===== src/rtl/dtu_pkg.sv =====
// Shared types and line constants for the DTU 4x-oversampled nibble transmitter.
package dtu_pkg;

  typedef enum logic [2:0] {
    S_IDLE,
    S_PRE,
    S_DATA,
    S_PAR,
    S_GUARD
  } state_t;

  localparam logic [7:0] IDLE_WORD    = 8'hFF;
  localparam logic [7:0] PRE_WORD     = 8'h0F;
  localparam logic [3:0] UNDERRUN_NIB = 4'hF;

  // Expand one bit pair into eight samples; bp[1] is the older bit (b0).
  function automatic logic [7:0] line_word(input logic [1:0] bp);
    return {{4{bp[1]}}, {4{bp[0]}}};
  endfunction

endpackage


===== src/rtl/dtu_fifo.sv =====
// Nibble FIFO for the DTU: wrap-bit pointers plus a registered occupancy count.
module dtu_fifo #(
  parameter int DEPTH = 4
) (
  input  logic       c,
  input  logic       rst_n,
  input  logic       push,
  input  logic [3:0] push_data,
  input  logic       pop,
  output logic [3:0] pop_data,
  output logic       empty,
  output logic       full
);

  localparam int AW = $clog2(DEPTH);
  localparam int PW = AW + 1;

  logic [PW-1:0] wr_q, wr_d;
  logic [PW-1:0] rd_q, rd_d;
  logic [PW-1:0] cnt_q, cnt_d;
  logic [3:0]    mem_q [DEPTH];
  logic          do_push, do_pop;

  // Pointers match (wrap bit included) only when empty; full comes from occupancy.
  assign empty    = (wr_q == rd_q);
  assign full     = (cnt_q == PW'(DEPTH));
  assign pop_data = mem_q[rd_q[AW-1:0]];

  always_comb begin
    // NOTE: every always_comb output gets a default first so no latch is inferred.
    do_pop  = pop && !empty;
    do_push = push && (!full || do_pop);
    wr_d    = do_push ? wr_q + PW'(1) : wr_q;
    rd_d    = do_pop ? rd_q + PW'(1) : rd_q;
    cnt_d   = cnt_q;
    if (do_push && !do_pop) begin
      cnt_d = cnt_q + PW'(1);
    end else if (!do_push && do_pop) begin
      cnt_d = cnt_q - PW'(1);
    end
  end

  always_ff @(posedge c or negedge rst_n) begin
    // NOTE: sequential state is assigned with <= so all flops update together.
    if (!rst_n) begin
      wr_q  <= '0;
      rd_q  <= '0;
      cnt_q <= '0;
    end else begin
      wr_q  <= wr_d;
      rd_q  <= rd_d;
      cnt_q <= cnt_d;
    end
  end

  // NOTE: storage has no reset; the pointers alone decide which entries are valid.
  always_ff @(posedge c) begin
    if (do_push) begin
      mem_q[wr_q[AW-1:0]] <= push_data;
    end
  end

endmodule


===== src/rtl/dtu.sv =====
// DTU: frames buffered nibbles as preamble + 2-bit/clock payload + guard, 4x oversampled.
// Define DTU_PARITY_EN to append an even-parity clock after the payload.
module dtu
  import dtu_pkg::*;
#(
  parameter int NIB   = 12,
  parameter int GUARD = 4,
  parameter int DEPTH = 4
) (
  input  logic       c,
  input  logic       rst_n,
  input  logic [3:0] i,
  input  logic       iv,
  output logic       ir,
  output logic [7:0] o,
  output logic       busy,
  output logic       urun
);

  localparam int PAY  = 2 * NIB;
  localparam int CMAX = (PAY > GUARD) ? PAY : GUARD;
  localparam int CW   = $clog2(CMAX) + 1;

  state_t        state_q, state_d;
  logic [CW-1:0] cnt_q, cnt_d;
  logic [1:0]    lo_q, lo_d;
  logic          par_q, par_d;
  logic [7:0]    o_q, o_d;
  logic          busy_q, busy_d;
  logic          urun_q, urun_d;
  logic          rdy_q;

  logic          push, pop, empty, full;
  logic [3:0]    fifo_dout, nib;

  // ir is held low through reset and rises on the first edge after release.
  assign ir   = rdy_q && !full;
  assign push = iv && ir;
  assign o    = o_q;
  assign busy = busy_q;
  assign urun = urun_q;

  dtu_fifo #(
    .DEPTH(DEPTH)
  ) u_fifo (
    .c        (c),
    .rst_n    (rst_n),
    .push     (push),
    .push_data(i),
    .pop      (pop),
    .pop_data (fifo_dout),
    .empty    (empty),
    .full     (full)
  );

  always_ff @(posedge c or negedge rst_n) begin
    if (!rst_n) begin
      state_q <= S_IDLE;
      cnt_q   <= '0;
    end else begin
      state_q <= state_d;
      cnt_q   <= cnt_d;
    end
  end

  always_comb begin
    state_d = state_q;
    cnt_d   = cnt_q;
    unique case (state_q)
      S_IDLE: begin
        if (!empty) state_d = S_PRE;
      end
      S_PRE: begin
        state_d = S_DATA;
        cnt_d   = '0;
      end
      S_DATA: begin
        if (cnt_q == CW'(PAY - 1)) begin
          cnt_d = '0;
`ifdef DTU_PARITY_EN
          state_d = S_PAR;
`else
          state_d = S_GUARD;
`endif
        end else begin
          cnt_d = cnt_q + CW'(1);
        end
      end
      S_PAR: begin
        state_d = S_GUARD;
        cnt_d   = '0;
      end
      S_GUARD: begin
        if (cnt_q == CW'(GUARD - 1)) begin
          cnt_d   = '0;
          state_d = empty ? S_IDLE : S_PRE;
        end else begin
          cnt_d = cnt_q + CW'(1);
        end
      end
      default: begin
        state_d = S_IDLE;
        cnt_d   = '0;
      end
    endcase
  end

  // An empty FIFO at a pop slot substitutes the underrun nibble; frame length is unchanged.
  assign nib = empty ? UNDERRUN_NIB : fifo_dout;

  always_comb begin
    pop    = 1'b0;
    o_d    = IDLE_WORD;
    busy_d = 1'b0;
    urun_d = 1'b0;
    lo_d   = lo_q;
    par_d  = par_q;
    unique case (state_q)
      S_PRE: begin
        o_d    = PRE_WORD;
        busy_d = 1'b1;
        par_d  = 1'b0;
      end
      S_DATA: begin
        busy_d = 1'b1;
        if (!cnt_q[0]) begin
          pop    = 1'b1;
          urun_d = empty;
          o_d    = line_word(nib[3:2]);
          lo_d   = nib[1:0];
          par_d  = par_q ^ (^nib);
        end else begin
          o_d = line_word(lo_q);
        end
      end
      S_PAR: begin
        busy_d = 1'b1;
        o_d    = line_word({par_q, ~par_q});
      end
      S_GUARD: begin
        busy_d = 1'b1;
      end
      default: begin
        o_d = IDLE_WORD;
      end
    endcase
  end

  always_ff @(posedge c or negedge rst_n) begin
    if (!rst_n) begin
      o_q    <= IDLE_WORD;
      busy_q <= 1'b0;
      urun_q <= 1'b0;
      lo_q   <= '0;
      par_q  <= 1'b0;
      rdy_q  <= 1'b0;
    end else begin
      o_q    <= o_d;
      busy_q <= busy_d;
      urun_q <= urun_d;
      lo_q   <= lo_d;
      par_q  <= par_d;
      rdy_q  <= 1'b1;
    end
  end

endmodule

===== config.mk =====
export PLATFORM = sky130hd
export DESIGN_NAME = dtu
export DESIGN_NICKNAME = d
export VERILOG_FILES = /design/src/rtl/dtu_pkg.sv /design/src/rtl/dtu_fifo.sv /design/src/rtl/dtu.sv
export SDC_FILE = /design/constraint.sdc
export NUM_CORES = 1
export LEC_CHECK = 0
export ABC_AREA = 1
export ABC_CLOCK_PERIOD_IN_PS = 1900
export BUFFER_PORTS_ARGS = -buffer_cell sky130_fd_sc_hd__buf_2
export CAP_MARGIN = 10
export CORE_AREA = 2 2 80 67
export DETAILED_ROUTE_END_ITERATION = 12
export DIE_AREA = 0 0 82 69
export PLACE_DENSITY_LB_ADDON = 0.2
export SLEW_MARGIN = 20
export SYNTH_ARGS = -nofsm -noshare
export SYNTH_HDL_FRONTEND = slang
export SYNTH_SLANG_ARGS = --single-unit

===== constraint.sdc =====
create_clock -name c -period 1.9 [get_ports c]
set_input_delay 0.095 -clock c [delete_from_list [all_inputs] [get_ports c]]
set_output_delay 0.095 -clock c [all_outputs]
set_load 0.02 [all_outputs]

* After elaboration in Yosys (flattened, before gate mapping)
Memory sizes are Yosys's and may differ from the RTL's. Index checks and enable logic that the tools add are counted.
Word-level totals: register bits after elaboration 32, RAM bits 16, memories kept 1, logic and storage cells 73
Operators by class: reduce and logical (&&, ||, !) cells 19, mux-type cells 22, add/sub/neg operators 5, bitwise operators 3, equal/unequal tests 12
Memories:
- u_fifo.mem_q | depth 4, width 4, rd ports 1, clocked after Yosys merged registers in 0, write ports 1, RTL line dtu_fifo.sv:21 | logic [3:0] mem_q [DEPTH];
Operator list (number):
- $pmux 8 s3 | 1
- $pmux 6 s3 | 1
- $mux 3 | 5
- $pmux 3 s5 | 1
- $mux 6 | 2
- $add 3x1->3 const B | 3
- $mux 1 | 9
- $mux 8 | 1
- $ne 2x2->1 const B | 4
- $add 6x1->6 const B | 1
- $eq 3x2->1 const B | 2
- $eq 3x3->1 const B | 2
- $eq 6x2->1 const B | 1
- $eq 6x5->1 const B | 1
- $logic_and 1x1->1 | 6
- $logic_not 1->1 | 4
- $mux 4 | 1
- $reduce_and 2->1 | 2
- $reduce_bool 2->1 | 2
- $reduce_or 4->1 | 1
- $reduce_xor 4->1 | 1
- $eq 3x1->1 const B | 1
- $eq 3x3->1 | 1
- $logic_not 3->1 | 1
- other kinds (6) | 7

* Logic depth before layout (Yosys ltp)
depth in word-level cells 9, depth in mapped cells 13

* Modules after synthesis
Synthesis repeated with hierarchy kept, for this count alone.
Unflattened totals: cell total of the unflattened synthesis 226, area total of the unflattened synthesis 2194.6 um^2
Modules (own cells, without submodules):
- dtu_fifo | seq. area each 705.7 um^2, area each 1207.4 um^2, instances 1, cells an instance 107
- dtu | seq. area each 427.9 um^2, area each 987.2 um^2, instances 1, cells an instance 119

* Least setup slack after synthesis
Ideal clock, no wire load.
path type register -> register, start point register u_fifo.cnt_q[0], end point register u_fifo.cnt_q[2], clock period less this slack 2214 ps, data required time 1776 ps, buffers on the path 0, arrival time 2090 ps, cell stages (with the launch flop) 11, path slack -314 ps, cell sequence dfrtp_1 -> nor2_1 -> a21oi_1 -> nand2_1 -> inv_1 -> ha_1 -> inv_1 -> fa_1 -> a21oi_1 -> o21ai_0 -> xnor2_1
Between the ends: word-level cells in the longest chain between the ends 8, elaborated cells between the ends (all ways) 14, classes of those cells add/sub: 2; eq/ne: 1; mux: 2; reduce/logical: 9
RTL lines:
- start, declared | RTL line dtu_fifo.sv:20 | logic [PW-1:0] cnt_q, cnt_d;
- start signal, assigned | RTL line dtu_fifo.sv:52 | cnt_q <= cnt_d;
- $eq 3x3->1 (*) | RTL line dtu_fifo.sv:26 | assign full = (cnt_q == PW'(DEPTH));
- $logic_not 1->1 (*) | RTL line dtu.sv:37 | assign ir = rdy_q && !full;
- $logic_and 1x1->1 (*) | RTL line dtu.sv:37
- net ir | RTL line dtu.sv:14 | output logic ir,
- $logic_and 1x1->1 (*) | RTL line dtu.sv:38 | assign push = iv && ir;
- $logic_and 1x1->1 (*) | RTL line dtu_fifo.sv:32 | do_push = push && (!full || do_pop);
- net u_fifo.do_push | RTL line dtu_fifo.sv:22 | logic do_push, do_pop;
- $logic_not 1->1 | RTL line dtu_fifo.sv:38 | end else if (!do_push && do_pop) begin
- $logic_and 1x1->1 | RTL line dtu_fifo.sv:38
- $reduce_bool 2->1 (no source line)
The timed path passes the listed nets; every way through them passes the cells marked *. The select of a mux whose other input is x is not followed. A chain may end at the register's enable or synchronous reset.

* Worst setup path in the final report
start point register state_q[1], end point register u_fifo.cnt_q[1]
Between the ends: elaborated cells between the ends (all ways) 11, classes of those cells eq/ne: 1; mux: 2; reduce/logical: 8
RTL lines:
- start, declared | RTL line dtu.sv:24 | state_t state_q, state_d;
- start signal, assigned | RTL line dtu.sv:61 | state_q <= state_d;
- $eq 3x2->1 (*) | RTL line dtu.sv:118 | unique case (state_q)
- $mux 1 (*) | RTL line dtu.sv:118
- $logic_and 1x1->1 (*) | RTL line dtu_fifo.sv:31 | do_pop = pop && !empty;
- $logic_or 1x1->1 | RTL line dtu_fifo.sv:32
- $logic_and 1x1->1 | RTL line dtu_fifo.sv:32
- $logic_and 1x1->1 (*) | RTL line dtu_fifo.sv:36 | if (do_push && !do_pop) begin
- $mux 3 (*) | RTL line dtu_fifo.sv:36
- net u_fifo.cnt_d[1] | RTL line dtu_fifo.sv:20
The timed path passes the listed nets; every way through them passes the cells marked *.

==> insert_results.sql <==
INSERT INTO impl_metrics (metric_group, metric, value, unit) VALUES
('placed_design', 'gp_congestion', '0.832', ''),
('drt', 'routed_wire_length_per_instance', '11.6', 'um'),
('setup_path', 'worst_setup_path_start_kind', 'register', ''),
('grt', 'grt-ovfl-total', '0', ''),
('clocking', 'root_buffer', 'clkbuf_8', ''),
('logic_synthesis', 'synthesis.yosys.warnings', '0', ''),
('finish', 'final_net_count', '293', ''),
('power_and_ir_drop', 'power_density', '1680', 'mW/mm^2'),
('drt', 'postRouteWirelength', '3950', 'um'),
('logic_synthesis', 'post_synth_instance_area', '0.00217', 'sq mm'),
('sta', 'final_count_of_pins_violating_max_slew', '0', ''),
('floorplanning', 'die_outline_area', '0.00566', 'sq mm'),
('setup_path', 'slowest_delay', '0.41', 'ns'),
('floorplanning', 'coreArea', '0.00483', 'sq mm'),
('placed_design', 'preCtsSetupSlack', '-0.0335', 'ns'),
('sta', 'layout_min_cycle_time', '1.90', 'ns'),
('grt', 'first_global_vias', '1500', ''),
('setup_path', 'slowest_stage', 'fa_2', ''),
('clocking', 'cts_max_path_buffers', '2', ''),
('setup_path', 'critical_path_peak_fanout', '2', ''),
('floorplanning', 'fp.dieH', '69', 'um'),
('placed_design', 'io_buffers', '17', ''),
('logic_synthesis', 'postSynthCellCount', '240', ''),
('grt', 'maximum_number_of_pins_on_one_net_before_global_route_repair', '27', ''),
('clocking', 'worst_setup_hold_path_clk_slew', '0.08', 'ns'),
('run_status', 'status', 'finished with violations', ''),
('setup_path', 'critPathTopFamily', 'adder cells', ''),
('drt', 'initialDrtViolationCount', '101', ''),
('grt', 'grt_util_all_layers', '15.6', '%'),
('finish', 'drive_gt1_share', '25.8', '%'),
('drt', 'detailedRoute.firstPassIterationCount', '4', ''),
('sta', 'report.final.setup_viol', '1', ''),
('setup_path', 'critPathRequiredTime', '2.09', 'ns'),
('setup_path', 'cpMostUsedCell', 'inv_2', ''),
('placed_design', 'number_of_placed_cells_counting_well_taps', '326', ''),
('drt', 'detail_route.drc_violations', '0', ''),
('placed_design', 'placed_cell_area', '0.00241', 'sq mm'),
('run', 'timing.max_cap.violations', '0', ''),
('floorplanning', 'io-pin-count', '18', ''),
('setup_path', 'setup.worst_path.end_class', 'register', ''),
('sta', 'grt_setup_unrepaired', 'true', ''),
('logic_synthesis', 'yosys_register_bits', '42', ''),
('logic_synthesis', 'yosys.cell_types.count', '33', ''),
('min_path', 'min-delay-path-class', 'input pin to register', ''),
('finish', 'most_frequent_standard_cell_in_the_layout_excluding_fill_and_tap_cells', 'nand2_1', ''),
('power_and_ir_drop', 'ir_drop', '0.820', 'mV'),
('sta', 'fraction_of_the_cycle_the_final_worst_path_needs', '100', '%'),
('setup_path', 'timing.critical_path.buf_inv', '4', ''),
('logic_synthesis', 'mapped_nets', '255', ''),
('setup_path', 'cp_data_arrival_time', '2.09', 'ns'),
('drt', 'detail_route.vias_per_cell', '4.76', ''),
('grt', 'grt_antenna_before_repair', '0', ''),
('run_status', 'failed_checks', 'negative setup slack', ''),
('clocking', 'cts_htree_levels', '2', ''),
('logic_synthesis', 'avgSynthCellArea', '9.05', 'sq um'),
('sta', 'fin_ws', '-0.00351', 'ns'),
('grt', 'grt_first_pass_wirelength', '6720', 'um'),
('sta', 'holdWs', '0.00937', 'ns'),
('setup_path', 'worstPathCellList', 'inv_2, nor2_4, inv_2, nor2_4, inv_2, nor2_4, nand2_4, ha_4, inv_2, fa_2, mux2_4', ''),
('finish', 'instances_no_fill', '341', ''),
('finish', 'mostFrequentLayoutCells', 'nand2_1, dfrtp_1, buf_4, nor2_1, nand3_1', ''),
('clocking', 'cts_buffers', '5', ''),
('floorplanning', 'dieWidth', '82', 'um'),
('sta', 'clock.fmax', '525', 'MHz'),
('clocking', 'tritoncts_num_sinks', '42', ''),
('clocking', 'cts_tree', 'yes', ''),
('finish', 'insertedDiodeCount', '0', ''),
('sta', 'final_hold_viol_count', '0', ''),
('sta', 'timing.clock.skew', '0.00476', 'ns'),
('finish', 'postLayoutCoreUtil', '54.0', '%'),
('finish', 'final_cell_area', '0.00261', 'sq mm'),
('floorplanning', 'initial_utilization', '44.9', '%'),
('floorplanning', 'num_rows', '23', ''),
('setup_path', 'timing.setup.critical_path_class', 'register to register', ''),
('finish', 'areaGrowthSynthToFinish', '20.3', '%'),
('placed_design', 'detailedPlacementHpwl', '2940', 'um'),
('logic_synthesis', 'synth_seq_area_share', '52.2', '%'),
('sta', 'max-slew-margin-rel', '61.3', '%'),
('drt', 'detailroute.via_count', '1623', ''),
('sta', 'worst-slew-pin-transition', '0.581', 'ns'),
('power_and_ir_drop', 'total_leakage_power', '1.25', 'nW'),
('clocking', 'worst_skew_pair_later_pin_latency', '0.29', 'ns'),
('drt', 'final_antenna_net_count', '0', '');
## report_power, final
| group | internal (mW) | leakage [nW] | switching (mW) | total, mW |
|---|---|---|---|---|
| Clock | 0.508 | 0.0696 | 0.312 | 0.820 |
| Sequential | 1.21 | 0.463 | 0.197 | 1.41 |
| Combinational | 0.883 | 0.713 | 1.29 | 2.17 |
## path summary, 6_finish.rpt
path	startpoint	slack, ns	depth (start not counted)	end
max	state_q[1]$_DFFE_PN0P_	-0.004	11	u_fifo.cnt_q[1]$_DFFE_PN0P_
min	i[1]	0.009	1	u_fifo.mem_q[1][1]$_DFFE_PP_
max reg2reg	state_q[1]$_DFFE_PN0P_	-0.004	11	u_fifo.cnt_q[1]$_DFFE_PN0P_
min reg2reg	u_fifo.cnt_q[2]$_DFFE_PN0P_	0.50	1	u_fifo.cnt_q[2]$_DFFE_PN0P_
max in group asynchronous	rst_n	1.19	2	u_fifo.cnt_q[0]$_DFFE_PN0P_
min in group asynchronous	rst_n	0.33	2	busy$_DFF_PN0_
## synth_stat cells (all sizes together)
master | count | area (sq um)
dfstp | 2 | 52.6
clkinv | 1 | 5.00
o31ai | 1 | 7.51
a31oi | 2 | 12.5
o21ai | 8 | 40.0
xnor2 | 4 | 42.6
dfrtp | 24 | 601
inv | 24 | 97.6
a21oi | 7 | 35.0
ha | 7 | 87.6
mux2 | 1 | 11.3
nor4 | 1 | 6.26
nor3 | 3 | 15.0
buf | 9 | 78.8
nand4 | 3 | 18.8
conb | 1 | 3.75
nor3b | 1 | 7.51
nand3b | 1 | 7.51
nand2 | 77 | 299
xor2 | 4 | 35.0
fa | 1 | 20.0
nor2 | 23 | 98.8
edfxtp | 16 | 480
nand3 | 19 | 108
## logic make-up after synthesis
| family | count (synthesis) | share of synthesized area (%) |
|---|---|---|
| buffers and inverters | 34 | 8.36 |
| adder cells (fa/ha/maj) | 8 | 4.96 |
| XOR/XNOR | 8 | 3.57 |
| AO/OA/AOI/OAI | 18 | 4.38 |
| flip-flops | 42 | 52.2 |
| other | 1 | 0.173 |
| multiplexers | 1 | 0.519 |
| AND/OR/NAND/NOR | 128 | 25.8 |
## area by class of cell
class	count	area [sq um]
tap	62	77.6
clock buffer	7	108
multi-input combinational	164	901
clock inverter	1	30.0
timing repair buffer	40	260
inverter	25	103
sequential	42	1130
fill	446	2220
## sequential cells by signal, summed over array words and instances, names as in the netlist
| register | count |
|---|---|
| u_fifo.mem_q | 16 |
| urun | 1 |
| par_q | 1 |
| o | 2 |
| busy | 1 |
| cnt_q | 6 |
| rdy_q | 1 |
| u_fifo.rd_q | 3 |
| u_fifo.wr_q | 3 |
| lo_q | 2 |
| u_fifo.cnt_q | 3 |
| state_q | 3 |
## routing by layer
layer  up-vias  part of all wire [%]  track usage, %
met2        39                    44            22.3
met5         -                     0               0
met3         3                   5.4            4.71
met4         0                  0.61            3.33
li1        840                     -               -
met1       741                    50            23.2
## metrics by stage
step / setup TNS [ns] / power (mW)
floorplan: -0.170 / 3.04
finish: -0.00351 / 4.40
global route: -0.148 / 4.82
detailed placement: -0.0335 / 3.51
global placement: 0 / 3.48
CTS: -0.00493 / 4.36
## repair_timing
action,in CTS,in global routing
endpoints found under the setup margin,1,2
resized for setup,1,2
hold buffers,1,0
endpoints found under the hold margin,24,0
setup buffers,1,5
pin swaps,1,0
No activity file was read; power rests on OpenSTA's default activity.
